===== src/rtl/muldiv_hilo.sv =====
// rtl/muldiv_hilo.sv - multi-cycle MULT/MULTU/DIV/DIVU unit owning HI/LO (optional MULDIV_EARLY_TERM_EN)
module muldiv_hilo #(
    parameter int WIDTH = 32,
    parameter int ITER  = 32
) (
    input  logic             clk,
    input  logic             rst_n,
    input  logic             start,
    input  logic [2:0]       op,
    input  logic [WIDTH-1:0] data1,
    input  logic [WIDTH-1:0] data2,
    input  logic             cancel,
    output logic             busy,
    output logic             done,
    output logic [WIDTH-1:0] hi,
    output logic [WIDTH-1:0] lo
);

    localparam int CW = $clog2(ITER + 1);

    typedef enum logic [1:0] {S_IDLE, S_MUL, S_DIV, S_FIX} state_t;

    state_t               state_q, state_d;
    logic [CW-1:0]        cnt_q, cnt_d;
    logic [2*WIDTH-1:0]   acc_q, acc_d;
    logic [WIDTH-1:0]     a_q, a_d;
    logic                 neg_q, neg_d;
    logic                 rneg_q, rneg_d;
    logic                 dz_q, dz_d;
    logic                 isdiv_q, isdiv_d;
    logic                 busy_q, busy_d;
    logic                 done_q, done_d;
    logic [WIDTH-1:0]     hi_q, hi_d;
    logic [WIDTH-1:0]     lo_q, lo_d;

    logic                 sgn, s1, s2, mzero;
    logic [WIDTH-1:0]     mag1, mag2;
    logic [WIDTH:0]       mul_sum;
    logic [2*WIDTH-1:0]   mul_next;
    logic [WIDTH:0]       div_r2, div_diff;
    logic [2*WIDTH-1:0]   div_next;
    logic [2*WIDTH-1:0]   prod;
    logic [WIDTH-1:0]     quo, rem;

    always_comb begin
        sgn   = (op == 3'd0) || (op == 3'd2);
        s1    = sgn & data1[WIDTH-1];
        s2    = sgn & data2[WIDTH-1];
        mag1  = s1 ? -data1 : data1;
        mag2  = s2 ? -data2 : data2;
        mzero = (data1 == '0) || (data2 == '0);

        // Accumulator holds {partial product, remaining multiplier bits}
        mul_sum  = {1'b0, acc_q[2*WIDTH-1:WIDTH]} + (acc_q[0] ? {1'b0, a_q} : '0);
        mul_next = {mul_sum, acc_q[WIDTH-1:1]};

        // Accumulator holds {partial remainder, dividend bits shifting into quotient}
        div_r2   = {acc_q[2*WIDTH-1:WIDTH], acc_q[WIDTH-1]};
        div_diff = div_r2 - {1'b0, a_q};
        div_next = div_diff[WIDTH] ? {div_r2[WIDTH-1:0], acc_q[WIDTH-2:0], 1'b0}
                                   : {div_diff[WIDTH-1:0], acc_q[WIDTH-2:0], 1'b1};

        prod = neg_q  ? -acc_q : acc_q;
        quo  = neg_q  ? -acc_q[WIDTH-1:0] : acc_q[WIDTH-1:0];
        rem  = rneg_q ? -acc_q[2*WIDTH-1:WIDTH] : acc_q[2*WIDTH-1:WIDTH];
    end

    always_comb begin
        state_d = state_q;
        cnt_d   = cnt_q;
        acc_d   = acc_q;
        a_d     = a_q;
        neg_d   = neg_q;
        rneg_d  = rneg_q;
        dz_d    = dz_q;
        isdiv_d = isdiv_q;
        hi_d    = hi_q;
        lo_d    = lo_q;
        done_d  = 1'b0;

        case (state_q)
            S_IDLE: begin
                if (start && !cancel) begin
                    case (op)
                        3'd0, 3'd1: begin
                            a_d     = mag1;
                            acc_d   = mzero ? '0 : {{WIDTH{1'b0}}, mag2};
                            neg_d   = s1 ^ s2;
                            rneg_d  = 1'b0;
                            dz_d    = 1'b0;
                            isdiv_d = 1'b0;
                            cnt_d   = '0;
                            state_d = S_MUL;
`ifdef MULDIV_EARLY_TERM_EN
                            if (mzero) state_d = S_FIX;
`endif
                        end
                        3'd2, 3'd3: begin
                            // A zero divisor parks {dividend, all-ones} so FIX yields hi=data1, lo='1
                            a_d     = mag2;
                            dz_d    = (data2 == '0);
                            acc_d   = (data2 == '0) ? {mag1, {WIDTH{1'b1}}} : {{WIDTH{1'b0}}, mag1};
                            neg_d   = (s1 ^ s2) & (data2 != '0);
                            rneg_d  = s1;
                            isdiv_d = 1'b1;
                            cnt_d   = '0;
                            state_d = S_DIV;
`ifdef MULDIV_EARLY_TERM_EN
                            if (data2 == '0) state_d = S_FIX;
`endif
                        end
                        3'd4:    hi_d = data1;
                        3'd5:    lo_d = data1;
                        default: ;
                    endcase
                end
            end
            S_MUL: begin
                if (cancel) begin
                    state_d = S_IDLE;
                end else begin
                    acc_d = mul_next;
                    cnt_d = cnt_q + 1'b1;
                    if (cnt_q == CW'(ITER - 1)) state_d = S_FIX;
                end
            end
            S_DIV: begin
                if (cancel) begin
                    state_d = S_IDLE;
                end else begin
                    acc_d = dz_q ? acc_q : div_next;
                    cnt_d = cnt_q + 1'b1;
                    if (cnt_q == CW'(ITER - 1)) state_d = S_FIX;
                end
            end
            S_FIX: begin
                state_d = S_IDLE;
                if (!cancel) begin
                    done_d = 1'b1;
                    if (isdiv_q) begin
                        hi_d = rem;
                        lo_d = quo;
                    end else begin
                        hi_d = prod[2*WIDTH-1:WIDTH];
                        lo_d = prod[WIDTH-1:0];
                    end
                end
            end
            default: state_d = S_IDLE;
        endcase

        busy_d = (state_d != S_IDLE);
    end

    always_ff @(posedge clk or negedge rst_n) begin
        if (!rst_n) begin
            state_q <= S_IDLE;
            cnt_q   <= '0;
            acc_q   <= '0;
            a_q     <= '0;
            neg_q   <= 1'b0;
            rneg_q  <= 1'b0;
            dz_q    <= 1'b0;
            isdiv_q <= 1'b0;
            busy_q  <= 1'b0;
            done_q  <= 1'b0;
            hi_q    <= '0;
            lo_q    <= '0;
        end else begin
            state_q <= state_d;
            cnt_q   <= cnt_d;
            acc_q   <= acc_d;
            a_q     <= a_d;
            neg_q   <= neg_d;
            rneg_q  <= rneg_d;
            dz_q    <= dz_d;
            isdiv_q <= isdiv_d;
            busy_q  <= busy_d;
            done_q  <= done_d;
            hi_q    <= hi_d;
            lo_q    <= lo_d;
        end
    end

    assign busy = busy_q;
    assign done = done_q;
    assign hi   = hi_q;
    assign lo   = lo_q;

endmodule


===== config.mk =====
export PLATFORM = sky130hd
export DESIGN_NAME = muldiv_hilo
export DESIGN_NICKNAME = d
export VERILOG_FILES = /design/src/rtl/muldiv_hilo.sv
export SDC_FILE = /design/constraint.sdc
export NUM_CORES = 1
export LEC_CHECK = 0
export CELL_PAD_IN_SITES_DETAIL_PLACEMENT = 1
export CELL_PAD_IN_SITES_GLOBAL_PLACEMENT = 1
export CORE_MARGIN = 3
export CORE_UTILIZATION = 45
export CTS_CLUSTER_DIAMETER = 150
export DETAILED_ROUTE_END_ITERATION = 6
export PLACE_DENSITY_LB_ADDON = 0.1
export SYNTH_ARGS = -nofsm -noshare
export SYNTH_HDL_FRONTEND = slang
export SYNTH_SLANG_ARGS = --single-unit

===== constraint.sdc =====
create_clock -name clk -period 4.15 [get_ports clk]
set_clock_uncertainty 0.05 [all_clocks]
set_input_delay 0.415 -clock clk [delete_from_list [all_inputs] [get_ports clk]]
set_output_delay 0.415 -clock clk [all_outputs]
set_load 0.05 [all_outputs]

==> run_results.csv <==
group,metric,value,unit
clock_network,cts_buffers,17,
worst_setup_path,reg2reg_slack,190,ps
grt,grt_pass1_vias,17000,
yosys,async_flop_share,100,%
finish,nFillCells,4161,
placed_design,place_area,17800,sq um
yosys,synth_cell_types,83,
yosys,synthXorXnorAreaFrac,9.82,%
timing,slew_headroom,19.5,%
hold_path,hold_path_class,"in -> async",
status,outcome,"finished with violations",
pwr,power.switching,8.54,mW
timing,setup_viol,0,
timing,fin_crit,3960,ps
yosys,ys.flop_type,"dfrtp_1",
yosys,synthAdderAreaFrac,6.19,%
timing,period_share,95.5,%
worst_setup_path,r2r-start,"acc_q[31]",
yosys,synth-compound-area-share,28.6,%
die,rows,67,
die,start_util,46.0,%
finish,utilization,54.4,%
pwr,p_sw_share,54.0,%
yosys,synth_top_family_by_area,"compound AO/OA/AOI/OAI gates",
yosys,avgSynthCellArea,7.92,sq um
grt,grt_first_pass_wirelength,106000,um
run,cap_violations,0,
grt,track_usage,37.9,%
pwr,seq_power_share,21.1,%
placed_design,pre_cts_ws,134,ps
pwr,intPower,7.26,mW
drt,drt_iter0_markers,1786,
placed_design,portBuffers,136,
placed_design,routabilityCongestion,0.932,
finish,final_common_cell,"nand2_1",
worst_setup_path,cp_max_fo,14,
yosys,syn_nets,2115,
pwr,cellPowerDensity,858,nW/um^2
timing,maxSlewViolCount,0,
worst_setup_path,r2r-end,"acc_q[49]",
grt,grt.overflow.total,0,
placed_design,dpl.cell_count,2518,
pwr,totalPowerFinal,15.8,mW
clock_network,clk_pin_slew_worst_paths,80,ps
worst_setup_path,cp.arrival,4210,ps
yosys,synth_seq_cells,174,
clock_network,clock_latency,450,ps
die,ios,137,
status,violations,"negative hold slack",
clock_network,hold_buffers,0,
yosys,synth_edf_count,0,
worst_setup_path,setup.worst_path.end_class,"register",
yosys,synth_mux_area_share,4.68,%
clock_network,cts_tree,"done",
pwr,peakVddDrop,0.501,mV
timing,setup_ws,185,ps
finish,mostFrequentLayoutCells,"nand2_1 (207), o21ai_0 (187), dfrtp_1 (174), a21oi_1 (172), nor2_1 (153)",
drt,drt_wl_total,70200,um
drt,drc,0,
worst_setup_path,worstSetupStartpointType,"register",
drt,post_drt_wl_per_cell,27.5,um
timing,rsz0062_at_grt,"no",
die,dieArea,36900,sq um
finish,register_area,4350,sq um
worst_setup_path,required,4400,ps
clock_network,clock_sinks,174,
pwr,cellLeakagePower,7.92,nW
timing,finalSetupTns,0,ps
placed_design,place_hpwl,54800,um
finish,syn_to_final_growth,18.1,%
pwr,pwr-share-clk,10.8,%
die,die_x,192,um
worst_setup_path,r2r_cells,15,
drt,vias,16800,
finish,final_nets,2236,
yosys,yosysWarnings,0,
drt,dr.pass1.iters,5,
die,fp.coreArea,33900,sq um
timing,hold_ws,-35.5,ps
drt,detail-route-antenna-nets,0,
yosys,postSynthCellCount,1968,
timing,worst_pin_slew,1210,ps
finish,drive_above_1_share,9.13,%
clock_network,clock_path_buffers,2,
yosys,ys_seq_area_share,27.9,%
clock_network,htree_levels,4,
yosys,syn_area,15600,sq um
clock_network,cts_root_buffer,"clkbuf_16",
die,die_h,192,um
worst_setup_path,crit_type,"reg -> reg",
yosys,synth_top_area_share,27.9,%
yosys,yosysTopAreaCell,"dfrtp_1",
timing,timing_hold_violations_final,14,
finish,fin_cells,2552,
drt,drt-vias-per-instance,6.58,
grt,antenna_found_initial,3,
yosys,synth_simple_gate_area_share,17.6,%
finish,final_area,18400,sq um
timing,max_freq,252,MHz
pwr,pwr-share-comb,68.1,%
yosys,synthTopCellsByArea,"dfrtp_1 (28%), o21ai_0 (6.0%), ha_1 (5.9%)",
finish,multi_input_area,10500,sq um
grt,grt_max_degree,85,
[metal layers]
metal | wire (um) | share of wire, % | GRT usage [%]
met2 | 31200 | 45 | 58.9
met4 | 3890 | 5.5 | 18.8
met3 | 5450 | 7.8 | 6.46
met5 | 17 | 0.024 | 0
met1 | 29600 | 42 | 51.0
[cell type report]
class	instances	area share (%)
Multi-Input combinational cell	1588	57.0
Clock inverter	14	0.802
Clock buffer	18	2.38
Timing Repair Buffer	234	11.6
Antenna cell	2	0.0272
Inverter	74	1.51
Tap cell	448	3.04
Sequential cell	174	23.6
[state kept, by name, summed over array words and instances (netlist names), 2 cells and up]
signal and count:
lo 32, hi 32, state_q 2, a_q 32, acc_q 64, cnt_q 6
[cell families (layout without fill, tap and decap cells)]
group	count (synthesis)	after routing
xor gates and xnor gates	174	174
and+or+nand+nor	577	577
buffers and inverters	206	340
other	0	2
adders and majority gates	76	76
DFF	174	174
AOI/OAI and AO/OA	691	691
muxes	70	70
[power groups by stage]
stage / Sequential (mW) / Clock [mW] / Combinational (mW)
3_3_place_gp: 3.30 / 0 / 10.3
5_1_grt: 3.42 / 1.78 / 11.6
2_1_floorplan: 4.02 / 0 / 6.13
4_1_cts: 3.31 / 1.70 / 10.6
3_5_place_dp: 3.34 / 0 / 10.6
6_report: 3.34 / 1.70 / 10.8
[what timing repair did]
| action | CTS | global route |
|---|---|---|
| resized for setup | 0 | 2 |
| endpoints found under the hold margin | 0 | 0 |
| endpoints found under the setup margin | 0 | 14 |
| setup buffers | 0 | 0 |
[worst max-delay path: stages (launching register included)]
cell and delay, ps:
dfrtp_1 480, inv_1 170, ha_1 260, fa_1 410
nand2b_1 200, a21oi_2 260, o2111ai_1 210, nand2_1 200
a31o_2 210, a221oi_4 80, xnor2_4 240, buf_12 200
buf_4 190, mux2_2 350, a31oi_1 180, o21ai_0 110
[synthesized netlist by cell type, types with 5 or more instances]
cell and number:
a211oi_1 28, a21o_1 49, a21oi_1 173, a221o_1 28, a221oi_1 22, a22o_1 32, a22oi_1 37, a31o_2 6
a31oi_1 20, and2_1 8, and3_1 9, buf_1 13, buf_2 7, clkbuf_1 109, dfrtp_1 174, ha_1 74
inv_1 72, mux2_2 19, mux2i_1 47, nand2_1 208, nand2b_1 20, nand3_1 24, nand4_1 10, nor2_1 154
nor2b_1 13, nor3_1 43, nor3b_1 7, nor4_1 19, o211ai_1 17, o21a_1 7, o21ai_0 187, o21ai_1 9
o21bai_1 5, o221ai_1 5, o22ai_1 5, o31ai_1 24, o41ai_1 10, or3_1 23, or4_1 10, xnor2_1 94
xor2_1 79
[how the worst max path moves through the flow]
stage,startpoint,to,slack (ps),depth (start not counted)
6_report,acc_q[31],acc_q[49],190,15
5_1_grt,acc_q[31],acc_q[49],30,15
4_1_cts,acc_q[31],acc_q[49],120,15
3_5_place_dp,acc_q[31],acc_q[49],130,15
3_3_place_gp,acc_q[31],acc_q[41],270,14
2_1_floorplan,acc_q[31],acc_q[59],730,15
No activity file was read; power rests on OpenSTA's default activity.
